`src/rtl/key_lock_ctrl.sv`:
```
// key_lock_ctrl: 4-digit code lock driven by the keypad scanner.
// Synchronises the scanner key flag, edits a 4-digit entry, checks it against
// the stored code, and drives unlock/alarm/err plus the entry display.
module key_lock_ctrl #(
  parameter int unsigned        TICK_DIV  = 50000,
  parameter int unsigned        UNLOCK_MS = 5000,
  parameter int unsigned        LOCK_MS   = 10000,
  parameter int unsigned        MAX_FAIL  = 3,
  parameter logic        [15:0] INIT_CODE = 16'h1234
) (
  input  logic        clk,
  input  logic        rst_n,
  input  logic        key_flag,
  input  logic [3:0]  key_data,
  output logic [15:0] disp_data,
  output logic [3:0]  disp_mask,
  output logic        unlock,
  output logic        alarm,
  output logic        err
);

  localparam int PW = (TICK_DIV > 1) ? $clog2(TICK_DIV) : 1;
  localparam int FW = $clog2(MAX_FAIL + 1);

  localparam logic [3:0] K_ENTER  = 4'd10;
  localparam logic [3:0] K_BKSP   = 4'd11;
  localparam logic [3:0] K_CLEAR  = 4'd12;
  localparam logic [3:0] K_CHANGE = 4'd13;

  typedef enum logic [1:0] {
    S_LOCKED,
    S_OPEN,
    S_NEW_CODE,
    S_LOCKOUT
  } state_t;

  state_t          state_q, state_d;
  logic [2:0]      sync_q;
  logic [15:0]     data_q, data_d;
  logic [3:0]      mask_q, mask_d;
  logic [15:0]     code_q, code_d;
  logic [FW-1:0]   fail_q, fail_d, fail_inc;
  logic            err_q, err_d;
  logic [PW-1:0]   presc_q, presc_d;
  logic [15:0]     ms_q, ms_d, ms_lim;
  logic            evt, tick, timeout, restart, timer_clr;
  logic            is_digit;
  logic [15:0]     edit_data;
  logic [3:0]      edit_mask;

  assign evt      = sync_q[1] & ~sync_q[2];
  assign tick     = (presc_q == PW'(TICK_DIV - 1));
  assign ms_lim   = (state_q == S_LOCKOUT) ? 16'(LOCK_MS - 1) : 16'(UNLOCK_MS - 1);
  // Terminal count is reached on the tick that would make ms equal the limit,
  // so the state leaves exactly limit*TICK_DIV cycles after the timer cleared.
  assign timeout  = tick && (ms_q == ms_lim) && (state_q != S_LOCKED);
  assign is_digit = (key_data <= 4'd9);
  assign fail_inc = fail_q + 1'b1;

  assign disp_data = data_q;
  assign disp_mask = mask_q;
  assign unlock    = (state_q == S_OPEN) || (state_q == S_NEW_CODE);
  assign alarm     = (state_q == S_LOCKOUT);
  assign err       = err_q;

  // Key-flag synchroniser and rising-edge history
  always_ff @(posedge clk or negedge rst_n) begin
    if (!rst_n) sync_q <= '0;
    else        sync_q <= {sync_q[1:0], key_flag};
  end

  // Entry edit result for digit / backspace / clear keys
  always_comb begin
    edit_data = data_q;
    edit_mask = mask_q;
    if (is_digit) begin
      if (mask_q != 4'hF) begin
        edit_data = {data_q[11:0], key_data};
        edit_mask = {mask_q[2:0], 1'b1};
      end
    end else if (key_data == K_BKSP) begin
      edit_data = {4'h0, data_q[15:4]};
      edit_mask = mask_q >> 1;
    end else if (key_data == K_CLEAR) begin
      edit_data = '0;
      edit_mask = '0;
    end
  end

  // Next-state and datapath decisions
  always_comb begin
    state_d = state_q;
    data_d  = data_q;
    mask_d  = mask_q;
    code_d  = code_q;
    fail_d  = fail_q;
    err_d   = 1'b0;
    restart = 1'b0;
    unique case (state_q)
      S_LOCKED: begin
        if (evt) begin
          if (is_digit || key_data == K_BKSP || key_data == K_CLEAR) begin
            data_d = edit_data;
            mask_d = edit_mask;
          end else if (key_data == K_ENTER) begin
            data_d = '0;
            mask_d = '0;
            if (mask_q == 4'hF && data_q == code_q) begin
              state_d = S_OPEN;
              fail_d  = '0;
            end else begin
              err_d = 1'b1;
              if (fail_inc == FW'(MAX_FAIL)) begin
                state_d = S_LOCKOUT;
                fail_d  = '0;
              end else begin
                fail_d = fail_inc;
              end
            end
          end
        end
      end
      S_OPEN: begin
        if (timeout) begin
          state_d = S_LOCKED;
        end else if (evt) begin
          restart = 1'b1;
          if (key_data == K_CLEAR) begin
            state_d = S_LOCKED;
          end else if (key_data == K_CHANGE) begin
            state_d = S_NEW_CODE;
            data_d  = '0;
            mask_d  = '0;
          end
        end
      end
      S_NEW_CODE: begin
        if (timeout) begin
          state_d = S_LOCKED;
          data_d  = '0;
          mask_d  = '0;
        end else if (evt) begin
          restart = 1'b1;
          if (is_digit || key_data == K_BKSP) begin
            data_d = edit_data;
            mask_d = edit_mask;
          end else if (key_data == K_CLEAR) begin
            if (mask_q == '0) state_d = S_OPEN;
            data_d = '0;
            mask_d = '0;
          end else if (key_data == K_ENTER) begin
            if (mask_q == 4'hF) begin
              code_d  = data_q;
              data_d  = '0;
              mask_d  = '0;
              state_d = S_OPEN;
            end else begin
              err_d = 1'b1;
            end
          end
        end
      end
      S_LOCKOUT: begin
        if (timeout) state_d = S_LOCKED;
      end
      default: state_d = S_LOCKED;
    endcase
  end

  // Millisecond timer restarts on state entry and on accepted keys
  always_comb begin
    timer_clr = restart || (state_d != state_q);
    if (timer_clr) begin
      presc_d = '0;
      ms_d    = '0;
    end else if (tick) begin
      presc_d = '0;
      ms_d    = ms_q + 16'd1;
    end else begin
      presc_d = presc_q + 1'b1;
      ms_d    = ms_q;
    end
  end

  // State, entry, code, fail count and timer registers
  always_ff @(posedge clk or negedge rst_n) begin
    if (!rst_n) begin
      state_q <= S_LOCKED;
      data_q  <= '0;
      mask_q  <= '0;
      code_q  <= INIT_CODE;
      fail_q  <= '0;
      err_q   <= 1'b0;
      presc_q <= '0;
      ms_q    <= '0;
    end else begin
      state_q <= state_d;
      data_q  <= data_d;
      mask_q  <= mask_d;
      code_q  <= code_d;
      fail_q  <= fail_d;
      err_q   <= err_d;
      presc_q <= presc_d;
      ms_q    <= ms_d;
    end
  end

endmodule

```
`config.mk`:
```
export PLATFORM = sky130hd
export DESIGN_NAME = key_lock_ctrl
export DESIGN_NICKNAME = d
export VERILOG_FILES = /design/src/rtl/key_lock_ctrl.sv
export SDC_FILE = /design/constraint.sdc
export NUM_CORES = 1
export LEC_CHECK = 0
export CAP_MARGIN = 15
export CORE_ASPECT_RATIO = 1.5
export CORE_MARGIN = 8
export CORE_UTILIZATION = 25
export CTS_BUF_LIST = sky130_fd_sc_hd__clkbuf_8
export DETAILED_ROUTE_END_ITERATION = 8
export DONT_BUFFER_PORTS = 1
export MAX_ROUTING_LAYER = met4
export PLACE_DENSITY_LB_ADDON = 0.2
export SYNTH_ARGS = -nofsm -noshare
export SYNTH_HDL_FRONTEND = slang
export SYNTH_SLANG_ARGS = --single-unit
export TNS_END_PERCENT = 20
```
`constraint.sdc`:
```
create_clock -name clk -period 3.1 [get_ports clk]
set_input_delay 0.62 -clock clk [delete_from_list [all_inputs] [get_ports clk]]
set_output_delay 0.62 -clock clk [all_outputs]
set_load 0.05 [all_outputs]
```
==> Word level (Yosys, flattened, before mapping) <==
Index checks and enable logic that the tools add are counted.
{ "totals": {"output_inout_bits": 23, "elab_cells": 133, "in_bits": 7, "regBits": 76} }
{ "classes": {"n_bitwise": 6, "n_mux": 75, "n_reduce_logical": 16, "magnitude_cmp": 1, "eq_ne": 23, "add_sub_neg": 3} }
{ "ops": {"columns": ["op", "n"], "rows": [
  ["two-way mux 16 bit", 21],
  ["two-way mux 4 bit", 17],
  ["one-hot mux 16 bit (3 select lines)", 1],
  ["two-way mux 2 bit", 19],
  ["adder 16 x 1 -> 16 bit (second input constant)", 2],
  ["== test 4 bit (second input constant)", 5],
  ["== test 16 x 14 -> 1 bit", 1],
  ["== test 16 bit", 1],
  ["== test 16 bit (second input constant)", 1],
  ["two-way mux 14 bit", 1],
  ["two-way mux 1 bit", 13],
  ["one-hot mux 4 bit (3 select lines)", 1],
  ["inequality test 5 x 2 -> 1 bit (second input constant)", 2],
  ["AND reduction 10 bit", 1],
  ["inequality test 2 bit (second input constant)", 4],
  ["one-hot mux 2 bit (4 select lines)", 1],
  ["AND reduction 7 bit", 1],
  ["== test 2 bit (second input constant)", 3],
  ["inequality test 3 bit (second input constant)", 2],
  ["inverter 1 bit", 5],
  ["less-or-equal comparator 4 bit (second input constant)", 1],
  ["logical NOT 4 bit", 1],
  ["logical OR 1 bit", 4],
  ["inequality test 4 bit (second input constant)", 1],
  ["other kinds (12)", 15]
]} }

==> Longest topological paths before layout <==
Gate-level depths: netlist (run 1).
{ "depth": {"ltp_word": 11, "mapped_depth": 11, "mapped_depth_nobuf": 9} }

==> Worst setup path before layout (run 1) <==
Ideal clock, no wire load.
{ "synth_timing": {"path_type": "flip-flop to flip-flop", "from": "register state_q[0]", "to": "register data_q[15], in the netlist disp_data[15]", "n_path_buf": 1, "arrival_ns": 2.735, "setup_slack_ns": 0.297, "path_stages_with_launch": 10, "setup_time_ns": 0.067, "period_less_slack_ns": 2.803, "cell_sequence": "dfrtp_1 -> ha_1 -> or4b_1 -> nor3b_1 -> o2111ai_4 -> mux2i_1 -> buf_4 -> or2_1 -> nor2_2 -> a22o_1"} }
{ "synth_via": {"elab_chain_cells": 7, "elab_cells_between_ends": 22, "cone_classes": "eq/ne (13); mux (3); reduce/logical (6)"} }
{ "synth_rtl": {"columns": ["item", "line_no", "text"], "rows": [
  ["start, declared", "37", "state_t state_q, state_d;"],
  ["start signal, assigned", "197", "state_q <= state_d;"],
  ["== test 2 bit (*)", null, null],
  ["net alarm", "18", "output logic alarm,"],
  ["two-way mux 14 bit (*)", "53", "assign ms_lim = (state_q == S_LOCKOUT) ? 16'(LOCK_MS - 1) : 16'(UNLOCK_MS - 1);"],
  ["== test 16 x 14 -> 1 bit (*)", "56", "assign timeout = tick && (ms_q == ms_lim) && (state_q != S_LOCKED);"],
  ["logical AND 1 bit (*) (2 in a row)", "56", null],
  ["inequality test 5 x 2 -> 1 bit (no line) (tied with other cells)", null, null],
  ["AND reduction 10 bit (no line) / one-hot mux 16 bit (3 select lines) (equally long branches)", null, null],
  ["end signal, assigned", "198", "data_q <= data_d;"],
  ["end, declared", "39", "logic [15:0] data_q, data_d;"]
]} }
Mark *: on every way through the listed nets, which the timed path passes. The rest lies on a longest branch.
A chain may end at the register's enable or synchronous reset.

==> Final worst setup path (run 1) <==
{ "layout_timing": {"from": "register state_q[0]", "to": "register presc_q[8]"} }
{ "layout_via": {"elab_chain_cells": 10, "elab_cells_between_ends": 33, "cone_classes": "eq/ne (5); mux (22); reduce/logical (6)"} }
{ "layout_rtl": {"columns": ["item", "line_no", "text"], "rows": [
  ["== test 2 bit / two-way mux 2 bit (equally long branches)", "53, 99, 152", null],
  ["two-way mux 14 bit / two-way mux 2 bit (equally long branches)", "53, 151", null],
  ["== test 16 x 14 -> 1 bit / two-way mux 2 bit (equally long branches)", "56, 147", null],
  ["logical AND 1 bit / two-way mux 2 bit (equally long branches)", "56, 144", null],
  ["logical AND 1 bit / two-way mux 2 bit (equally long branches)", "56, 142", null],
  ["two-way mux 2 bit, on equally long branches", "164, 124, 138", null],
  ["one-hot mux 2 bit (4 select lines)", "99", "unique case (state_q)"],
  ["inequality test 2 bit", "172", "timer_clr = restart || (state_d != state_q);"],
  ["logical OR 1 bit (*)", "172", null],
  ["two-way mux 16 bit (*)", "173", "if (timer_clr) begin"],
  ["net presc_d[8]", "44", "logic [PW-1:0] presc_q, presc_d;"],
  ["end signal, assigned", "203", "presc_q <= presc_d;"],
  ["end, declared", "44", null]
]} }
Marks and branches as above.

==> results.md, run 1 <==
* Number of H-tree levels at 3
* Mean Syn Cell Area at 10.5 um2
* CTS tree: built
* Worst-Skew Late Latency at 0.38 ns
* Fin crit period at roughly 2.9 ns
* Pwr Total at approximately 0.0033 W
* DR WL/cell at 17.6 um
* Critical Path AT at 3.13 ns
* Total GRT Usage at 0.117
* Peak supply drop at about 0.32 mV
* Most common cell in the netlist: dfrtp_1
* Maxcap violations at 0
* Post-synth EDFFs at 0
* Leading post-synthesis cells by cell area: dfrtp_1, xor2_1, mux2_2, xnor2_1, dfstp_2
* Yosys warnings at 0
* Largest net degree at the start of global routing at 72
* Gr ovfl total at 0
* Detailed Routing Iterations Pass 1 at 5
* Final Util at 0.300
* Syn_nets at between 400 and 500
* Vias per inst at 4.99
* Final worst path period share at 0.921
* FF/Latch Area at 1910 um2
* Status: finished, final reports clean
* Slew Viols, Final at 0
* Antenna violations before repair at 0
* Worst min-delay path class: input pin to async pin
* Nets at 458
* DP Area at 4750 um2
* Post-DRT Antenna Nets at 0
* Final hold vios at 0
* Overall die area at 21500 um2
* Placeable core area at ~17000 um2
* CTS max path bufs at 2
* Clock Skews at 0.0100 ns
* CTS Buf Count at 9
* Endpoints failing setup at 0
* Rows at 58
* Die X at roughly 120 um
* #FFs+latches synth at 76
* Final RePlAce weighted congestion at 0.785
* Initial DRC Count at 232
* Clk sinks at 76
* Clock tree root buffer cell: clkbuf_8
* Clk slew on worst S/H paths at around 0.09 ns
* CP Max Fanout at 15
* Leak at around 2.2 nW
* Hpwl dp at 8.06 mm
* DRC Markers at 0
* Register area share after synthesis at 0.448
* Synth unique cells at 63
* Critical path class: register to register
* CP Capture Type: register
* N_diodes at 0
* Post-Synthesis Cells at 406
* Footprint of the multi-input gates at 2220 um2
* Initial Utilization at 0.255
* Vias at 3295
* Post-Route WL at 11.6 mm
* Rel. slew slack at 0.520
* Area growth, synth to finish at 17.5%
* Die height at about 180 um
* Yosys top cell area share at 0.418
* Setup TNS at 0 ns
* Synth area leader: dfrtp_1
* IO Pins at 30
* R2r setup slk at 0.25 ns
* Power per cell area at 657 nW/um2
* Max Fclk at 0.350 GHz
* Synthesized area at roughly 4300 um2
* Fin area at 5000 um2
* Nature of the critical path startpoint: register
* Fillers at 1769
* Critical Path RT at 3.38 ns
* Share of cells above drive strength 1 at 0.249
* Worst Tran Pin Value at 0.719 ns
* Async SR Flop Fraction at 1.00
* Top FF cell, synth: dfrtp_1
* Hold slack at about 0.08 ns
* Unrepaired setup endpoints after global routing: no
* Synth top cells by count: dfrtp_1, nand2_1, xor2_1
* PortBufs at 0
* First-pass GRT wire length at 18.9 mm
* Vias in the first global route at 3447
layout make-up:
cell class / count / area share
clock buffer: 10 / 0.0275
clock inverter: 6 / 0.00951
inverter: 6 / 0.00450
multi-input combinational: 303 / 0.444
sequential: 76 / 0.382
tap: 210 / 0.0525
timing repair buffer: 49 / 0.0801
flip-flops by register name, indices dropped and copies added, names as in the netlist:
register	flops
fail_q	2
disp_data	16
code_q	16
disp_mask	4
err	1
state_q	2
sync_q	3
ms_q	16
presc_q	16
power by group:
group	leakage, nW	switching (W)	internal (W)	total, W
registers	1.02	0.0000790	0.00110	0.00117
logic	1.07	0.000921	0.000456	0.00138
clock network	0.0933	0.000412	0.000319	0.000731
total	2.19	0.00141	0.00187	0.00328
cell usage in the layout (no fill, tap or decap), types with 5 or more instances in the layout:
cell type | synthesis | final
a21oi_1 | 8 | 8
a22o_1 | 6 | 6
a22oi_1 | 11 | 11
and3_1 | 13 | 13
buf_4 | 5 | 47
clkbuf_8 | 0 | 10
dfrtp_1 | 71 | 71
dfstp_2 | 5 | 5
ha_1 | 6 | 6
inv_1 | 6 | 6
mux2_2 | 17 | 17
nand2_1 | 33 | 33
nand3_1 | 14 | 14
nor2_1 | 14 | 14
nor3_1 | 26 | 26
nor4_1 | 6 | 5
nor4_2 | 7 | 8
o21ai_0 | 9 | 9
o21ai_1 | 12 | 11
o22ai_1 | 5 | 5
xnor2_1 | 18 | 18
xor2_1 | 27 | 27
worst paths after layout:
path / end / cells past startpoint / from
setup / recovery: presc_q[8] / 10 / state_q[0]
setup reg to reg: presc_q[8] / 10 / state_q[0]
hold reg to reg: sync_q[1] / 0 / sync_q[0]
min in group clk: sync_q[0] / 0 / key_flag
max in group asynchronous: code_q[0] / 1 / rst_n
hold / removal: code_q[5] / 0 / rst_n
through the flow:
| step | worst slack (ns) | std cells |
|---|---|---|
| floorplan | 0.297 | 406 |
| global placement | 0.0339 | 641 |
| detailed placement | -0.0194 | 641 |
| CTS | 0.175 | 659 |
| global route | 0.0410 | 660 |
| finish | 0.246 | 660 |
routing by layer:
| metal | global-route usage | vias to the layer above | part of all wire |
|---|---|---|---|
| li1 | - | 1561 | - |
| met1 | 0.121 | 1667 | 0.39 |
| met2 | 0.210 | 50 | 0.55 |
| met3 | 0.0244 | 17 | 0.035 |
| met4 | 0.0484 | 0 | 0.021 |
| met5 | - | - | 0 |
timing repair:
action | 4_1_cts | 5_1_grt
endpoints found under the setup margin | 5 | 8
hold endpoints to repair | 71 | 0
setup buffers | 0 | 1
pin swaps | 1 | 1
resized for setup | 0 | 2
cloned | 1 | 0
hold buffers | 1 | 0
critical path: stages (launching register included):
cell and delay (ns):
dfrtp_1 0.44, inv_1 0.11, ha_1 0.22, or4_1 0.40, nor3_1 0.31, o2111ai_4 0.17, buf_4 0.19, a32oi_1 0.25
o21ai_2 0.22, buf_12 0.22, nor4_2 0.22
logic make-up (layout without fill, tap and decap cells):
| group | after synthesis | after routing | synth area share |
|---|---|---|---|
| AOI/OAI and AO/OA | 72 | 72 | 0.126 |
| xor gates and xnor gates | 46 | 47 | 0.0991 |
| adders and majority gates | 6 | 6 | 0.0176 |
| buffers and inverters | 28 | 71 | 0.0382 |
| DFF | 76 | 76 | 0.448 |
| muxes | 20 | 20 | 0.0520 |
| and+or+nand+nor | 158 | 158 | 0.219 |
No activity file was read; power rests on OpenSTA's default activity.
==> inputs of run 2 (changes only) <==
--- a/config.mk
+++ b/config.mk
@@ -7,7 +7,7 @@
 export LEC_CHECK = 0
 export CAP_MARGIN = 15
 export CORE_ASPECT_RATIO = 1.5
-export CORE_MARGIN = 8
+export CORE_MARGIN = 2
 export CORE_UTILIZATION = 25
 export CTS_BUF_LIST = sky130_fd_sc_hd__clkbuf_8
 export DETAILED_ROUTE_END_ITERATION = 8
==> results.md, run 2 (synthesized netlist as in run 1, its figures left out) <==
* Total GRT Usage at 0.136 (+0.0185)
* Detailed Routing Iterations Pass 1 at 4 (-1)
* CTS max path bufs at 2 (unchanged)
* Final worst path period share at 0.918 (-0.00252)
* Unrepaired setup endpoints after global routing: no
* Critical Path AT at 3.08 ns (-0.05 ns)
* Critical path class: register to register
* Setup bufs post-CTS at 0 (unchanged)
* Power per cell area at 663 nW/um2 (+0.92%)
* Worst Tran Pin Value at 0.807 ns (+0.0880 ns)
* Vias at 3275 (-0.61%)
* CP Max Fanout at 12 (-3)
* Post-DRT Antenna Nets at 0 (unchanged)
* Placeable core area at 16700 um2 (unchanged)
* Rel. slew slack at 0.459 (-0.0610)
* Most frequent cells in the layout: dfrtp_1, buf_4, nand2_1, xor2_1, nor3_1
* Critical Path RT at 3.33 ns (-0.05 ns)
* CP Capture Type: register
* R2r setup slk at 0.25 ns (about the same)
* Worst reg2reg startpoint: state_q[1]
* Fillers at 1777 (+0.45%)
* Status: finished, final reports clean
* Clk slew on worst S/H paths at 0.09 ns (about the same)
* Worst-Skew Late Latency at 0.38 ns (about the same)
* First-pass GRT wire length at 18.7 mm (-0.92%)
* DRC Markers at 0 (unchanged)
* Nets at 459 (+0.22%)
* Most common library cell in the layout ignoring fill and taps: dfrtp_1
* Rows at 58 (unchanged)
* Max Fclk at 0.351 GHz (+0.27%)
* Area growth, synth to finish at 17.4%
* CP max stage cell: xnor2_2
* Number of H-tree levels at 3 (unchanged)
* Final RePlAce weighted congestion at 0.815 (+3.8%)
* DP Area at 4760 um2 (+0.32%)
* Endpoints failing setup at 0 (unchanged)
* Maxcap violations at 0 (unchanged)
* Buf/Inv on CP at 1 (-2)
* Initial DRC Count at 113 (-51%)
* Leak at 2.19 nW (+0.21%)
* Share of cells above drive strength 1 at 0.248 (-0.000552)
* PortBufs at 0 (unchanged)
* Gr ovfl total at 0 (unchanged)
* Initial Utilization at 0.255 (unchanged)
* R2r endpoint: presc_q[11]
* Vias per inst at 4.95 (-0.76%)
* Die height at 164 um (-6.8%)
* CTS tree: built
* Post-cts gate resize count at 0 (unchanged)
* Overall die area at 18100 um2 (-16%)
* Final hold vios at 0 (unchanged)
* IO Pins at 30 (unchanged)
* Clock tree root buffer cell: clkbuf_8
* Max stage delay on crit path at 0.70 ns (+0.26 ns)
* Slew Viols, Final at 0 (unchanged)
* N_diodes at 0 (unchanged)
* Antenna violations before repair at 0 (unchanged)
* CTS Buf Count at 9 (unchanged)
* Nature of the critical path startpoint: register
* Worst min-delay path class: input pin to async pin
* Peak supply drop at 0.382 mV (+21%)
* Vias in the first global route at 3476 (+0.84%)
* Clock Skews at 0.0108 ns (+0.000814 ns)
* CP top delay family: simple AND/OR/NAND/NOR gates
* Hpwl dp at 7.87 mm (-2.3%)
* DR WL/cell at 17.4 um (-0.86%)
* Reg2reg path depth at 9 (-1)
* Largest net degree at the start of global routing at 72 (unchanged)
* Post-Route WL at 11.5 mm (-0.71%)
* Setup TNS at 0 ns (unchanged)
* Fin crit period at 2.85 ns (-0.00781 ns)
* Fin area at 4990 um2 (-0.13%)
* Die X at 111 um (-9.8%)
* Clk sinks at 76 (unchanged)
* Cell breakdown of the critical path: ha_1 > or4b_1 > nor3b_1 > buf_4 > o2111ai_4 > o31ai_1 > a311oi_4 > xnor2_2 > nor3_1
run 2: cell type report:
type	instances	area [um2]	area share
multi-input combinational	303	2200	0.441
sequential	76	1910	0.382
timing repair buffer	50	408	0.0817
tap	210	263	0.0526
clock buffer	9	124	0.0248
clock inverter	7	65.1	0.0130
inverter	6	22.5	0.00451
run 2: worst max path at each step:
stage                          endpoint  slack (ns)   startpoint  cells past startpoint
after floorplan           disp_data[15]        0.30   state_q[0]                      9
after global placement         ms_q[14]        0.03  key_data[2]                      8
after detailed placement       ms_q[15]       -0.03  key_data[2]                      8
after CTS                      ms_q[15]        0.02   state_q[1]                     10
after global routing        presc_q[15]        0.03   state_q[1]                     10
final                       presc_q[11]        0.25   state_q[1]                      9
run 2: what timing repair did:
item | 4_1_cts | 5_1_grt
setup endpoints to repair | 0 | 8
hold endpoints to repair | 71 | 0
hold buffers | 1 | 0
run 2: stage by stage:
stage | instances | total power (W) | setup WS [ns] | utilization | hold WS (ns)
6_report | 661 | 0.00331 | 0.254 | 0.299 | 0.0742
4_1_cts | 660 | 0.00336 | 0.0245 | 0.298 | 0.0544
2_1_floorplan | 406 | 0.00215 | 0.297 | - | 0.324
3_3_place_gp | 643 | 0.00255 | 0.0345 | 0.285 | 0.329
5_1_grt | 661 | 0.00352 | 0.0266 | 0.299 | 0.0519
3_5_place_dp | 643 | 0.00256 | -0.0328 | 0.285 | 0.331
run 2: per-layer routing:
metal,vias to the layer above,share of wire,GRT usage
met5,-,0,-
met4,0,0.027,0.0653
met3,20,0.029,0.0236
met2,54,0.55,0.245
met1,1630,0.40,0.144
li1,1571,-,-
run 2: report_power, final:
part	switching [W]	leakage, nW	internal, W	total [W]
sequential	0.0000751	1.02	0.00110	0.00117
combinational	0.000925	1.08	0.000455	0.00138
clock	0.000448	0.0943	0.000310	0.000758
==> inputs of run 3 (changes only) <==
==> constraint.sdc (replaced) <==
create_clock -name clk -period 2.4 [get_ports clk]
set_input_delay 0.48 -clock clk [delete_from_list [all_inputs] [get_ports clk]]
set_output_delay 0.48 -clock clk [all_outputs]
set_load 0.05 [all_outputs]
==> results.md, run 3 (synthesized netlist as in run 1, its figures left out) <==
* Number of H-tree levels at 3 (unchanged)
* Rel. slew slack at 0.692 (+0.232)
* Fillers at 1710 (-3.8%)
* Critical Path RT at 2.67 ns (-0.66 ns)
* Clock Skews at 0.00892 ns (-0.00192 ns)
* Final Util at 0.343 (+0.0436)
* Final worst path period share at 1.08 (+0.158)
* Switch Pwr at 0.00207 W (+43%)
* Final Instance Count excl. Fillers at 706 (+6.8%)
* Power per cell area at 851 nW/um2 (+28%)
* Vias at 3449 (+5.3%)
* Max Fclk at 0.387 GHz (+10%)
* Seq pwr share at 0.315 (-0.039)
* DRC Markers at 0 (unchanged)
* Nets at 504 (+9.8%)
* Overall die area at 18100 um2 (unchanged)
* Worst-Skew Late Latency at 0.36 ns (-0.02 ns)
* Status: finished, violations left
* Clk sinks at 76 (unchanged)
* Fin area at 5720 um2 (+15%)
* Final RePlAce weighted congestion at 0.803 (-1.4%)
* Clock tree root buffer cell: clkbuf_8
* P_int at 0.00280 W (+50%)
* PortBufs at 0 (unchanged)
* Fin crit period at 2.58 ns (-0.263 ns)
* Rows at 58 (unchanged)
* DP Area at 5120 um2 (+7.6%)
* First-pass GRT wire length at 19.1 mm (+1.9%)
* Gr ovfl total at 0 (unchanged)
* Placeable core area at 16700 um2 (unchanged)
* Gr busiest metal: met2
* Part of the total power dissipated in the clock network at 0.193 (-0.036)
* Area growth, synth to finish at 34.5%
* Sw frac at 0.425 (-0.0123)
* Final hold vios at 0 (unchanged)
* Met2 GRT Util at 0.249 (+0.00446)
* CTS tree: built
* N_diodes at 0 (unchanged)
* CP Max Fanout at 5 (-7)
* Antenna violations before repair at 0 (unchanged)
* Hpwl dp at 8.11 mm (+3.1%)
* Initial DRC Count at 99 (-12%)
* Vias per inst at 4.89 (-1.4%)
* Leak at 2.50 nW (+14%)
* DR WL/cell at 16.4 um (-5.6%)
* CTS max path bufs at 2 (unchanged)
* IO Pins at 30 (unchanged)
* Clk slew on worst S/H paths at 0.09 ns (about the same)
* Total GRT Usage at 0.135 (-0.000932)
* Vias in the first global route at 3690 (+6.2%)
* Endpoints failing setup at 62 (+62)
* Post-Route WL at 11.6 mm (+0.88%)
* Most common library cell in the layout ignoring fill and taps: buf_4
* PnR worst setup slack at -0.183 ns (-0.437 ns)
* Nature of the critical path startpoint: register
* Worst min-delay path class: input pin to async pin
* Largest net degree at the start of global routing at 77 (+6.9%)
* CTS Buf Count at 9 (unchanged)
* Hold slack at 0.00496 ns (-0.0693 ns)
* Met1 usage at 0.138 (-0.00614)
* Die height at 164 um (unchanged)
* Logic pwr share at 0.492 (+0.075)
* Share of cells above drive strength 1 at 0.405 (+0.157)
* Detailed Routing Iterations Pass 1 at 4 (unchanged)
* Post-DRT Antenna Nets at 0 (unchanged)
* Pwr Total at 0.00487 W (+47%)
* Peak supply drop at 0.501 mV (+31%)
* Most frequent cells in the layout: buf_4, dfrtp_1, nand2_1, xor2_1, nor3_2
* Unrepaired setup endpoints after global routing: yes
* Worst Tran Pin Value at 0.463 ns (-0.344 ns)
* Critical path class: register to register
* Critical Path AT at 2.85 ns (-0.23 ns)
* CP Capture Type: register
* Die X at 111 um (unchanged)
* Dpl cells at 681 (+5.9%)
* Global routing met3 resource utilization at 0.0295 (+0.00590)
* Initial Utilization at 0.255 (unchanged)
* Slew Viols, Final at 0 (unchanged)
* Maxcap violations at 0 (unchanged)
* Violated checks: negative setup slack
==> run 3: cell count changes in the layout (fill, tap and decap cells not counted), moves of 5 or more <==
| cell | before | now |
|---|---|---|
| buf_4 | 48 | 83 |
| nor3_1 | 26 | 8 |
| nor3_2 | 3 | 21 |
| buf_6 | 0 | 6 |
| dfrtp_1 | 71 | 65 |
| dfrtp_2 | 0 | 6 |
| nor4_4 | 0 | 5 |
==> run 3: power by group through the flow <==
stage	clock network (W)	logic, W	registers (W)
after floorplan	0	0.000995	0.00189
after global placement	0	0.00194	0.00155
after detailed placement	0	0.00195	0.00155
after CTS	0.000986	0.00217	0.00153
after global routing	0.00104	0.00258	0.00155
final	0.000941	0.00240	0.00153
==> run 3: what timing repair did <==
action | CTS | global route
gates cloned | 0 | 2
hold buffers | 1 | 0
hold endpoints to repair | 76 | 0
setup buffers | 4 | 2
endpoints found under the setup margin | 68 | 68
pin swaps | 20 | 15
resized for setup | 26 | 31
==> run 3: final timing paths <==
path,to,start,slack (ns),cells past startpoint
max,presc_q[15],state_q[0],-0.18,9
min,ms_q[1],rst_n,0.005,1
max reg2reg,presc_q[15],state_q[0],-0.18,9
min reg2reg,sync_q[1],sync_q[0],0.35,0
max in group asynchronous,code_q[12],rst_n,2.03,1
min in group clk,sync_q[0],key_flag,0.15,0
==> run 3: final cells by class <==
class	instances	area (um2)	area share
well taps	210	263	0.0459
repair buffers	95	818	0.143
flip-flops and latches	76	1920	0.335
inverters	6	22.5	0.00394
clock inverters	7	58.8	0.0103
clock buffers	9	124	0.0216
multi-input cells	303	2520	0.441
==> run 3: worst max-delay path, stage by stage, from the launching register on <==
cell and delay, ns:
dfrtp_2 0.46, ha_4 0.17, or4b_4 0.49, nor3b_4 0.24, o2111ai_4 0.18, buf_6 0.18
a32oi_4 0.24, o21ai_4 0.15, buf_6 0.17, nor4_4 0.19
==> run 3: per-layer routing <==
metal / vias to the layer above / share of wire
met1: 1717 / 0.39
met5: - / 0
li1: 1646 / -
met4: 0 / 0.025
met3: 25 / 0.035
met2: 61 / 0.55
==> run 3: through the flow <==
stage / setup TNS [ns] / setup slack (ns)
after floorplan: -2.67 / -0.127
after global placement: -10.94 / -0.247
after detailed placement: -13.75 / -0.307
after CTS: -5.04 / -0.154
after global routing: -11.47 / -0.270
final: -5.82 / -0.183
